### config.mk
export PLATFORM = sky130hd
export DESIGN_NAME = fetch_pc_unit
export DESIGN_NICKNAME = d
export VERILOG_FILES = /design/src/rtl/fetch_pkg.sv /design/src/rtl/fetch_pc_unit_pred_queue.sv /design/src/rtl/fetch_pc_unit.sv
export SDC_FILE = /design/constraint.sdc
export NUM_CORES = 1
export LEC_CHECK = 0
export ABC_AREA = 1
export CAP_MARGIN = 10
export CORE_ASPECT_RATIO = 2
export CORE_UTILIZATION = 45
export CTS_BUF_LIST = sky130_fd_sc_hd__clkbuf_16
export CTS_CLUSTER_SIZE = 28
export DETAILED_ROUTE_END_ITERATION = 12
export GPL_TIMING_DRIVEN = 0
export PLACE_DENSITY = 0.74
export SLEW_MARGIN = 0
export SYNTH_ARGS = -nofsm -noshare
export SYNTH_HDL_FRONTEND = slang
export SYNTH_HIERARCHICAL = 1
export SYNTH_SLANG_ARGS = --single-unit
### constraint.sdc
create_clock -name clk -period 6 [get_ports clk]
set_input_delay 0.9 -clock clk [delete_from_list [all_inputs] [get_ports clk]]
set_output_delay 0.9 -clock clk [all_outputs]
set_load 0.005 [all_outputs]
### src/rtl/fetch_pkg.sv
// rtl/fetch_pkg.sv - shared types and widths for the fetch next-PC unit
package fetch_pkg;

    localparam int PC_W = 32;
    localparam logic [PC_W-1:0] INSTR_BYTES_DEF = 32'd4;

    typedef struct packed {
        logic [PC_W-1:0] pc;
        logic [PC_W-1:0] target;
    } pq_entry_t;

endpackage

### src/rtl/fetch_pc_unit_pred_queue.sv
// rtl/fetch_pc_unit_pred_queue.sv - in-order FIFO of taken predictions awaiting resolution
module pred_queue
    import fetch_pkg::*;
#(
    parameter int DEPTH = 4
) (
    input  logic                       clk,
    input  logic                       rst_n,
    input  logic                       push,
    input  pq_entry_t                  push_data,
    input  logic                       pop,
    input  logic                       clear,
    output pq_entry_t                  head,
    output logic [$clog2(DEPTH):0]     count,
    output logic                       full,
    output logic                       empty
);

    localparam int AW = $clog2(DEPTH);
    localparam int CW = AW + 1;

    pq_entry_t         mem_q [DEPTH];
    logic [AW-1:0]     wr_ptr_q, wr_ptr_d;
    logic [AW-1:0]     rd_ptr_q, rd_ptr_d;
    logic [CW-1:0]     count_q, count_d;
    logic              do_push;
    logic              do_pop;

    assign full  = (count_q == CW'(DEPTH));
    assign empty = (count_q == '0);
    assign count = count_q;
    assign head  = mem_q[rd_ptr_q];

    // A push into a full queue is legal only when the head leaves the same cycle.
    assign do_push = push && !clear && (!full || pop);
    assign do_pop  = pop && !clear && !empty;

    always_comb begin
        wr_ptr_d = wr_ptr_q;
        rd_ptr_d = rd_ptr_q;
        count_d  = count_q;
        if (clear) begin
            wr_ptr_d = '0;
            rd_ptr_d = '0;
            count_d  = '0;
        end else begin
            if (do_push) wr_ptr_d = wr_ptr_q + 1'b1;
            if (do_pop)  rd_ptr_d = rd_ptr_q + 1'b1;
            if (do_push && !do_pop)      count_d = count_q + 1'b1;
            else if (do_pop && !do_push) count_d = count_q - 1'b1;
        end
    end

    always_ff @(posedge clk or negedge rst_n) begin
        if (!rst_n) begin
            wr_ptr_q <= '0;
            rd_ptr_q <= '0;
            count_q  <= '0;
        end else begin
            wr_ptr_q <= wr_ptr_d;
            rd_ptr_q <= rd_ptr_d;
            count_q  <= count_d;
        end
    end

    always_ff @(posedge clk) begin
        if (do_push) mem_q[wr_ptr_q] <= push_data;
    end

endmodule

### src/rtl/fetch_pc_unit.sv
// rtl/fetch_pc_unit.sv - fetch next-PC generator with prediction check; FETCH_PERF_CNT_EN adds branch/mispredict counters
module fetch_pc_unit
    import fetch_pkg::*;
#(
    parameter logic [PC_W-1:0] RESET_PC    = 32'h0000_0000,
    parameter int              PQ_DEPTH    = 4,
    parameter logic [PC_W-1:0] INSTR_BYTES = INSTR_BYTES_DEF
) (
    input  logic             clk,
    input  logic             rst_n,
    input  logic             stall,
    output logic [PC_W-1:0]  f_pc,
    output logic             f_valid,
    input  logic [PC_W-1:0]  bp_predict_addr,
    input  logic             bp_predict_valid,
    input  logic             x_resolve,
    input  logic [PC_W-1:0]  x_pc,
    input  logic             x_taken,
    input  logic [PC_W-1:0]  x_target,
    output logic             flush,
    output logic             pq_full
`ifdef FETCH_PERF_CNT_EN
    ,
    output logic [15:0]      perf_branches,
    output logic [15:0]      perf_mispredicts
`endif
);

    localparam int CW = $clog2(PQ_DEPTH) + 1;

    logic [PC_W-1:0] f_pc_q, f_pc_d;
    logic            f_valid_q, f_valid_d;
    logic            flush_q, flush_d;

    pq_entry_t       pq_head;
    pq_entry_t       pq_push_data;
    logic [CW-1:0]   pq_count;
    logic            pq_full_w;
    logic            pq_empty;
    logic            pq_push;
    logic            pq_pop;
    logic            head_hit;
    logic            mispredict;

    pred_queue #(.DEPTH(PQ_DEPTH)) u_pred_queue (
        .clk       (clk),
        .rst_n     (rst_n),
        .push      (pq_push),
        .push_data (pq_push_data),
        .pop       (pq_pop),
        .clear     (mispredict),
        .head      (pq_head),
        .count     (pq_count),
        .full      (pq_full_w),
        .empty     (pq_empty)
    );

    always_comb begin
        head_hit   = !pq_empty && (pq_head.pc == x_pc);
        mispredict = x_resolve && (head_hit ? (!x_taken || (pq_head.target != x_target))
                                            : x_taken);
        pq_pop     = x_resolve && head_hit;

        pq_push             = 1'b0;
        pq_push_data.pc     = f_pc_q;
        pq_push_data.target = bp_predict_addr;
        f_pc_d              = f_pc_q;
        f_valid_d           = f_valid_q;
        flush_d             = mispredict;

        if (mispredict) begin
            f_pc_d    = x_taken ? x_target : (x_pc + INSTR_BYTES);
            f_valid_d = 1'b1;
        end else if (stall) begin
            f_pc_d    = f_pc_q;
        end else if (!f_valid_q) begin
            // First cycle out of reset fetches RESET_PC itself.
            f_valid_d = 1'b1;
        end else if (bp_predict_valid && (!pq_full_w || pq_pop)) begin
            f_pc_d  = bp_predict_addr;
            pq_push = 1'b1;
        end else begin
            f_pc_d = f_pc_q + INSTR_BYTES;
        end
    end

    always_ff @(posedge clk or negedge rst_n) begin
        if (!rst_n) begin
            f_pc_q    <= RESET_PC;
            f_valid_q <= 1'b0;
            flush_q   <= 1'b0;
        end else begin
            f_pc_q    <= f_pc_d;
            f_valid_q <= f_valid_d;
            flush_q   <= flush_d;
        end
    end

    assign f_pc    = f_pc_q;
    assign f_valid = f_valid_q;
    assign flush   = flush_q;
    assign pq_full = (pq_count == CW'(PQ_DEPTH));

`ifdef FETCH_PERF_CNT_EN
    logic [15:0] perf_branches_q, perf_branches_d;
    logic [15:0] perf_mispredicts_q, perf_mispredicts_d;

    always_comb begin
        perf_branches_d    = perf_branches_q;
        perf_mispredicts_d = perf_mispredicts_q;
        if (x_resolve && (perf_branches_q != 16'hFFFF))
            perf_branches_d = perf_branches_q + 16'd1;
        if (mispredict && (perf_mispredicts_q != 16'hFFFF))
            perf_mispredicts_d = perf_mispredicts_q + 16'd1;
    end

    always_ff @(posedge clk or negedge rst_n) begin
        if (!rst_n) begin
            perf_branches_q    <= 16'd0;
            perf_mispredicts_q <= 16'd0;
        end else begin
            perf_branches_q    <= perf_branches_d;
            perf_mispredicts_q <= perf_mispredicts_d;
        end
    end

    assign perf_branches    = perf_branches_q;
    assign perf_mispredicts = perf_mispredicts_q;
`endif

endmodule
### Word level (Yosys, flattened, before mapping)

Memory sizes are Yosys's and may differ from the RTL's.
Cells that the tools add are included.

* flip-flop bits (word level): 41
* memory bits (writable): 256
* input bits: 102
* output and inout port bits: 35
* word-level logic and storage cells: 62
* memories kept: 1

* add/sub/neg operators: 6
* equality and inequality tests: 4
* multiplexer cells: 21
* reduce and logical (&&, ||, !) cells: 24

Memory list
* u_pred_queue.mem_q: words 4, width 64, read ports 1, clocked after memory_dff 0, wr ports 1, line fetch_pc_unit_pred_queue.sv:22 `pq_entry_t mem_q [DEPTH];`

Operators by type and width (count)
* 2-to-1 mux 32 bit: 5
* adder 32 x 3 -> 32 bit, second input constant: 2
* == test 32 bit: 1
* inequality test 32 bit: 1
* logical AND 1 bit: 10
* 2-to-1 mux 1 bit: 9
* 2-to-1 mux 3 bit: 3
* 2-to-1 mux 2 bit: 4
* zero test 1 bit: 6
* nonzero test 2 bit: 3
* adder 2 x 1 -> 2 bit, second input constant: 2
* adder 3 x 1 -> 3 bit, second input constant: 1
* == test 3 bit, second input constant: 1
* zero test 3 bit: 1
* nonzero test 3 bit: 1
* subtractor 3 x 1 -> 3 bit, second input constant: 1
* logical OR 1 bit: 2
* inequality test 2 x 1 -> 1 bit, second input constant: 1
* AND reduction 2 bit: 1

### Depth between registers and ports, before layout

Gate-level depths: netlist of run 1.

* depth after elaboration: 17
* mapped depth: 32
* mapped depth without buffers: 29

### By module

Netlist of run 1, hierarchy kept.

By module, submodules not included
* pred_queue: times used 1, cells each 688, area each 9998.3 um^2
* fetch_pc_unit: times used 1, cells each 1067, area each 5477.8 um^2

### Least setup slack after synthesis of run 1

No wires, ideal clock.

* kind: register to register
* start: register u_pred_queue.rd_ptr_q[0]
* end: memory u_pred_queue/mem_q[0][0] (netlist name) (enable)
* setup time: 487 ps
* arrival time: 5324 ps
* data required time: 5513 ps
* setup slack: 190 ps
* stages on the path, launching flop included: 24
* clock period less this slack: 5810 ps
* cells stage by stage: dfrtp_1 > buf_6 > inv_2 > buf_6 > buf_2 > o21ai_1 > o22ai_1 > inv_1 > nand2_1 > nand2_1 > nor2_1 > nand2_1 > nor2_1 > nand2_1 > nor2_1 > nand3_1 > nand2_4 > nand2_4 > buf_6 > nor2_1 > inv_1 > nor2_2 > nand2_1 > nor2_1

RTL lines
* start: declaration: line fetch_pc_unit_pred_queue.sv:24 `logic [AW-1:0] rd_ptr_q, rd_ptr_d;`
* start signal: assignment: line fetch_pc_unit_pred_queue.sv:61 `rd_ptr_q <= rd_ptr_d;`
* end: declaration: line fetch_pc_unit_pred_queue.sv:22

==> results of run 1 <==
[where the power goes]
| group | internal (W) | switching [W] | total, W |
|---|---|---|---|
| clock | 0.000972 | 0.000823 | 0.00179 |
| combinational | 0.000353 | 0.000576 | 0.000929 |
| sequential | 0.00242 | 0.000203 | 0.00262 |
| total | 0.00374 | 0.00160 | 0.00534 |
[synthesized netlist by cell type, drive strengths merged]
library cell,number,area share [%]
nor2,257,6.3
and3,1,0.040
nand2,451,11
nor4,7,0.28
inv,192,4.7
a21oi,18,0.61
nor3,14,0.49
buf,35,1.8
a2bb2oi,1,0.057
o21ai,169,5.5
ha,6,0.49
o22ai,64,2.6
xor2,26,1.5
fa,1,0.13
edfxtp,256,50
clkinv,3,0.081
mux2i,1,0.065
clkbuf,31,0.75
nand3,115,3.9
nand3b,8,0.47
nor3b,2,0.097
o211ai,7,0.34
nand4,25,1.0
dfrtp,41,6.6
a22oi,1,0.049
or2,5,0.20
xnor2,18,1.0
[sequential cells by signal, summed over array words and instances (netlist names)]
signal,cells
u_pred_queue/mem_q,256
f_pc,32
u_pred_queue/count,3
u_pred_queue/rd_ptr_q,2
u_pred_queue/wr_ptr_q,2
f_valid,1
flush,1
[routing by layer]
metal,global-route usage [%],wire length [um],up-vias
met2,61.8,31100,613
met1,35.2,20200,6492
met5,0,0,-
met4,29.8,6030,0
li1,-,-,6232
met3,3.55,3000,198
[worst max-delay path by stage]
stage,slack [ps],depth (start not counted),to
floorplan,190,23,u_pred_queue/mem_q[0][0]
global placement,-4060,20,u_pred_queue/mem_q[3][40]
detailed placement,-50,21,u_pred_queue/mem_q[2][41]
CTS,40,21,u_pred_queue/mem_q[1][37]
global route,90,24,u_pred_queue/mem_q[3][39]
finish,250,24,u_pred_queue/mem_q[3][39]
[final cells by class]
cell class | instances | area, um^2 | area share, %
flip-flops and latches | 297 | 8710 | 47.1
multi-input cells | 1197 | 5670 | 30.6
repair buffers | 146 | 1540 | 8.31
inverters | 195 | 736 | 3.97
clock buffers | 27 | 676 | 3.65
well taps | 436 | 546 | 2.95
plain buffers | 66 | 399 | 2.16
clock inverters | 23 | 235 | 1.27
[stage by stage]
step / util (%) / setup TNS, ps / instance area (um^2) / hold slack [ps] / setup WS (ps)
detailed placement: 52.0 / -1390 / 17600 / 569 / -53.2
global placement: 51.4 / -972000 / 17400 / 537 / -4060
CTS: 54.8 / 0 / 18500 / 144 / 40.4
global route: 54.8 / 0 / 18500 / 162 / 88.3
finish: 54.8 / 0 / 18500 / 157 / 247
floorplan: - / 0 / 15500 / 488 / 190
[layout by cell type, fill, tap and decap left out, drive strengths merged, types with 2 or more instances in the layout]
master	n
a21oi	18
buf	48
bufinv	3
clkbuf	58
clkdlybuf4s50	133
clkinv	12
clkinvlp	3
dfrtp	41
edfxtp	256
ha	6
inv	200
nand2	451
nand3	115
nand3b	8
nand4	25
nor2	257
nor3	14
nor3b	2
nor4	7
o211ai	7
o21ai	169
o22ai	64
or2	5
xnor2	18
xor2	26
[cells by family after synthesis]
family	synth area share [%]
AND/OR/NAND/NOR	24.1
flip-flops	56.3
buffers and inverters	7.32
AO/OA/AOI/OAI	9.10
XOR/XNOR	2.49
adder cells (fa/ha/maj)	0.614
multiplexers	0.0647
[timing repair]
item | in CTS | in global routing
setup buffers | 2 | 1
setup endpoints to repair | 53 | 77
pin swaps | 2 | 1
gates resized for setup | 0 | 5
endpoints found under the hold margin | 0 | 0
==> results.txt, run 1 <==
- The critical path goes through buf_6, inv_2, buf_6, buf_2, o21ai_1, o22ai_1, inv_1, nand2_1, nand2_1, nor2_1, nand2_1, nor2_1, nand2_1, nor2_1, nand3_1, nand2_4, nand2_4, buf_6, nor2_1, inv_1, nor2_2, nand2_1, nor2_4, buf_12.
- After detailed routing, the number of remaining DRC violations is 0.
* Io pins: 137
* Part of the Yosys area used for sequential elements: 56.3%
- The critical path contains buffers and inverters numbering 8 combined.
- Syn Inst Count: 1755
- Wire per inst: 25.3 um
* Highest achievable clock rate: 0.174 GHz
* Wire length of the first global-routing pass: 86000 um
- Worst setup EP type: flop
- IO Port Bufs: 134
- Setup violations remaining at the end of the flow were counted as 0.
* Worst-path clk slew: 70 ps
- The path class of the tightest hold or removal check is primary input to async pin.
- The run finished with clean final reports.
* Grt ovf: 0
* Final slew viol count: 0
- Part of the cycle the worst path needs: 95.9%
- Worst-case headroom to the max-slew limit: 51.9%
- Post-route minimum period: 5750 ps
- Across the run, the number of max-cap violations was 0.
* Count of unique library cells instantiated by Yosys: 43
- The die is 133 um wide.
* Launch point of the worst reg-to-reg path: u_pred_queue/rd_ptr_q[0]
- The die is 264 um tall.
- Critical path start-end classification: flop to flop
- Using the TritonRoute via totals, the vias-per-cell ratio works out to 5.67.
- Arrival time at the worst endpoint: 6020 ps
* FF+latch count, synth: 297
- Area grow syn2layout: 19.6%
- 0 antenna diodes ended up in the layout.
* Count of H-tree levels built during CTS: 1
- Counting the fill cells in the layout gives 3087.
* Static Leakage: 7.57 nW
- After synthesis the cells add up to 15500 um^2.
- Total CTS buffers: 27
- Leaving out filler cells and counting taps, the final layout contains 2387.
- Overall global routing resource usage: 34.4%
- WL final: 60400 um
- The clock reaches the later pin of the worst-skew pair after 590 ps.
- When the netlist entered floorplanning its net count stood at 1864.
- Largest fanout of any net on the critical path: 27
- In this run the power density over the cells is 289 nW/um^2.
* Top cell by count, worst path: nand2_1
* Number of sinks on the clock net: 297
- The worst setup path is launched from a flop.
- Initial Utilization: 45.8%
- The worst-case IR drop observed on VDD is 0.273 mV.
* Yosys warns: 6
- Count of TritonRoute iterations in the first routing pass: 8
- Max stage delay on crit path: 630 ps
- Largest buffer count on any clock path: 3
* Crit path launch: u_pred_queue/rd_ptr_q[0]
- The number of cells on the worst reg-to-reg path is 24.
- CP Data Required Time: 6260 ps
- A synthesized cell averages 8.82 um^2.
* Slew of the pin with the lowest slew margin: 722 ps
* Number of buffers inserted by hold repair at cts: 0
- The setup check on the worst reg-to-reg path leaves a slack of 250 ps.
* Critical path's slowest cell: nor2_4
* Proportion of layout cells with a drive suffix above 1: 7.74%
- Site row count: 95
* Crit-path leading delay family: simple AND/OR/NAND/NOR gates
- HPWL after detailed placement: 47000 um
- Area of the core: 33800 um^2
* Total power draw: 0.00534 W
- DRT iter0 DRCs: 1174
- Pin count of the biggest net entering global routing: 35
* RSZ-0062 raised after global routing: false
- The via count of the first global-routing pass came to 13200.
- The initial antenna violation count was 0.
- R2R Path End: u_pred_queue/mem_q[3][39]
* Post-detailed-route count of antenna-violating nets: 0
* Vias after detailed routing: 13500
- After the last flow step, the layout net total stands at 2039.
- The die covers 35200 um^2.
- Worst Skew: 28.0 ps
- CTS tree: done
- The final hold violation count came to 0.
- Total instance count after detailed placement: 2334
- Clock tree synthesis selected as its root buffer the cell clkbuf_16.
* Final estimated routing congestion in global placement: 1.02
(Power assumes the default switching activity.)
==> inputs of run 2 (changes only) <==
--- a/config.mk
+++ b/config.mk
@@ -13,7 +13,7 @@
 export CTS_CLUSTER_SIZE = 28
 export DETAILED_ROUTE_END_ITERATION = 12
 export GPL_TIMING_DRIVEN = 0
-export PLACE_DENSITY = 0.74
+export PLACE_DENSITY = 0.72
 export SLEW_MARGIN = 0
 export SYNTH_ARGS = -nofsm -noshare
 export SYNTH_HDL_FRONTEND = slang
==> constraint.sdc (replaced) <==
create_clock -name clk -period 5.8 [get_ports clk]
set_input_delay 0.87 -clock clk [delete_from_list [all_inputs] [get_ports clk]]
set_output_delay 0.87 -clock clk [all_outputs]
set_load 0.005 [all_outputs]
==> run 2 against run 1 <==
Sequential share of layout area about the same; largest power group unchanged; design area about the same; non-clock buffer count up 1; die area unchanged; sequential cell count unchanged.
==> results.txt, run 2 (synthesized netlist as in run 1, its figures left out) <==
- The power after layout was 0.00557 W (+4.2%).
* Total power divided by cell area: 301 nW/um^2 (+4.1%)
* Overall global routing resource usage: 35.4% (+0.94 points)
- The layer flagged by global routing as most heavily used is met2.
* Crit path launch: u_pred_queue/rd_ptr_q[0]
* Post-detailed-route count of antenna-violating nets: 0 (unchanged)
- The fraction of layout cells with a size suffix above 1 is 7.69% (-0.047 points).
- Highest achievable clock rate: 0.178 GHz (+2.3%)
- Met1 layer usage reported by global route: 37.6% (+2.3 points)
- Site row count: 95 (unchanged)
- Largest reg by FF count: u_pred_queue/mem_q
- HPWL after detailed placement: 47500 um (+1.0%)
- The via-per-instance ratio is 5.65 (-0.28%).
* Area of the core: 33800 um^2 (unchanged)
- Final setup violation count: 0 (unchanged)
* Number of sinks on the clock net: 297 (unchanged)
- Pin count of the biggest net entering global routing: 28 (-20%)
- Slew of the pin with the lowest slew margin: 892 ps (+170 ps)
- IO Port Bufs: 134 (unchanged)
- The first-pass GRT wire length is 88200 um (+2.6%).
- Post-route DRC: 0 (unchanged)
- ANT cells: 0 (unchanged)
- Type of the tightest min-delay check: primary input to async pin
* Clock latency reported for the late side of the worst-skew pair: 570 ps (-20 ps)
- The maximum clock path buffer count is 3 (unchanged).
- The number of flip-flops under the largest register name was 256 (unchanged).
- Vias in the first global route: 13200 (-0.20%)
- Met2 Resource Use GR: 63.1% (+1.2 points)
- Worst Skew: 29.1 ps (+1.06 ps)
- The largest voltage drop on the vdd net came to 0.349 mV (+28%).
- The final routed wirelength across all metal layers is 61400 um (+1.6%).
- Final slew viol count: 0 (unchanged)
- The data arrival time at the worst-slack endpoint is 5870 ps (-150 ps).
- The worst slew margin relative to its limit came to 40.5% (-11 points).
- Leading cell type in the layout, fill and taps excluded: nand2_1
- Wire per inst: 25.7 um (+1.7%)
- The layout net count is 2040 (+0.049%).
* Part of the cycle the worst path needs: 97.0% (+1.1 points)
* CTS tree: done
- In the layout the commonest cells are nand2_1, edfxtp_1, nor2_1.
* Largest fanout of any net on the critical path: 27 (unchanged)
- The clock transition at the register clock pins on the worst setup and hold paths after CTS came to 70 ps (about the same).
- Area grow syn2layout: 19.6% (about the same)
- Hold slack: 239 ps (+82.3 ps)
* Sum of negative setup slack: 0 ps (unchanged)
- The worst setup path is launched from a flop.
- Setup repair after global routing left no endpoint under its margin.
- The max-cap violation count is 0 (unchanged).
* Y dimension of the die: 264 um (unchanged)
* Chip Width: 133 um (unchanged)
* Minimum setup slack among reg-to-reg paths: 170 ps (-70 ps)
* Io pins: 137 (unchanged)
- The number of buffers created by CTS was 27 (unchanged).
- Hold Violations, Final: 0 (unchanged)
- Initial Utilization: 45.8% (unchanged)
* DRT iter0 DRCs: 1219 (+3.8%)
* Critical path start-end classification: flop to flop
- Final estimated routing congestion in global placement: 0.998 (-2.2%)
- Root Buffer Master: clkbuf_16
- The worst setup path is captured at a flop.
* Post-route minimum period: 5630 ps (-128 ps)
- The overall die area is 35200 um^2 (unchanged).
- Grt ovf: 0 (unchanged)
- The total number of H-tree levels came to 1 (unchanged).
- The global-route track usage on met3 came to 3.45% (-0.096 points).
* Outcome: finished, final reports clean
* Initial antenna violation count: 0 (unchanged)
- The startpoint identified for the worst register-to-register timing path is u_pred_queue/rd_ptr_q[0].
* Vias after detailed routing: 13500 (-0.32%)
- Count of TritonRoute iterations in the first routing pass: 6 (-2)
- CP Data Required Time: 6050 ps (-210 ps)
- Static Leakage: 7.56 nW (about the same)
- The worst reg2reg path depth is 20 (-17%).
==> run 2: changes by cell type in the layout (fill, tap and decap cells not counted), sizes merged <==
cell / before / now
inv: 200 / 194
clkinv: 12 / 16
buf: 48 / 49
bufinv: 3 / 4
clkinvlp: 3 / 2
==> run 2: critical path: stages, from the launching register on <==
cell and delay (ps):
dfrtp_1 550, buf_6 260, clkbuf_1 520, nor2_1 120
o22ai_1 720, o21ai_0 230, nor2_1 190, nand2_1 70
nor2_1 150, nand3_1 100, nor2_1 230, nand2_2 210
nand3_4 200, nand2_2 160, nor2_1 150, inv_1 70
nor2_2 240, nand2_1 340, nor2_4 250, buf_12 210
buf_12 230
==> run 2: what timing repair did <==
action                     4_1_cts  5_1_grt
pin swaps                        3        1
gates resized for setup          1        0
hold buffers                     0        0
setup endpoints to repair      124       37
setup buffers                    3        1
==> run 2: cell type report <==
type / count / area, um^2
Buffer: 66 / 398
Clock buffer: 27 / 676
Clock inverter: 21 / 238
Fill cell: 3149 / 15200
Inverter: 195 / 736
Multi-Input combinational cell: 1197 / 5660
Sequential cell: 297 / 8710
Tap cell: 436 / 546
Timing Repair Buffer: 147 / 1550
==> run 2: metal layers <==
layer | share of wire [%] | wire [um]
met1 | 34 | 21000
met2 | 51 | 31500
met3 | 4.8 | 2960
met4 | 9.7 | 5970
met5 | 0 | 0
==> run 2: path summary, 6_finish.rpt <==
kind	end
max in group asynchronous	f_pc[13]
hold / removal	u_pred_queue/count[2]
min in group clk	f_valid
setup / recovery	u_pred_queue/mem_q[2][46]
hold reg to reg	f_valid
setup reg to reg	u_pred_queue/mem_q[2][46]
==> run 2: power breakdown <==
| group | internal [W] | switching [W] | leakage, nW |
|---|---|---|---|
| logic | 0.000365 | 0.000613 | 4.32 |
| registers | 0.00250 | 0.000206 | 2.80 |
| clock network | 0.00104 | 0.000843 | 0.445 |
==> run 2: metrics by stage <==
stage | instance area (um^2) | std cells | util (%) | setup WS, ps
after floorplan | 15500 | 1755 | - | -10.3
after detailed placement | 17600 | 2334 | 52.0 | -279
after CTS | 18500 | 2385 | 54.8 | 4.14
after global routing | 18500 | 2386 | 54.8 | 71.8
after global placement | 17400 | 2325 | 51.4 | -4020
final | 18500 | 2386 | 54.8 | 175
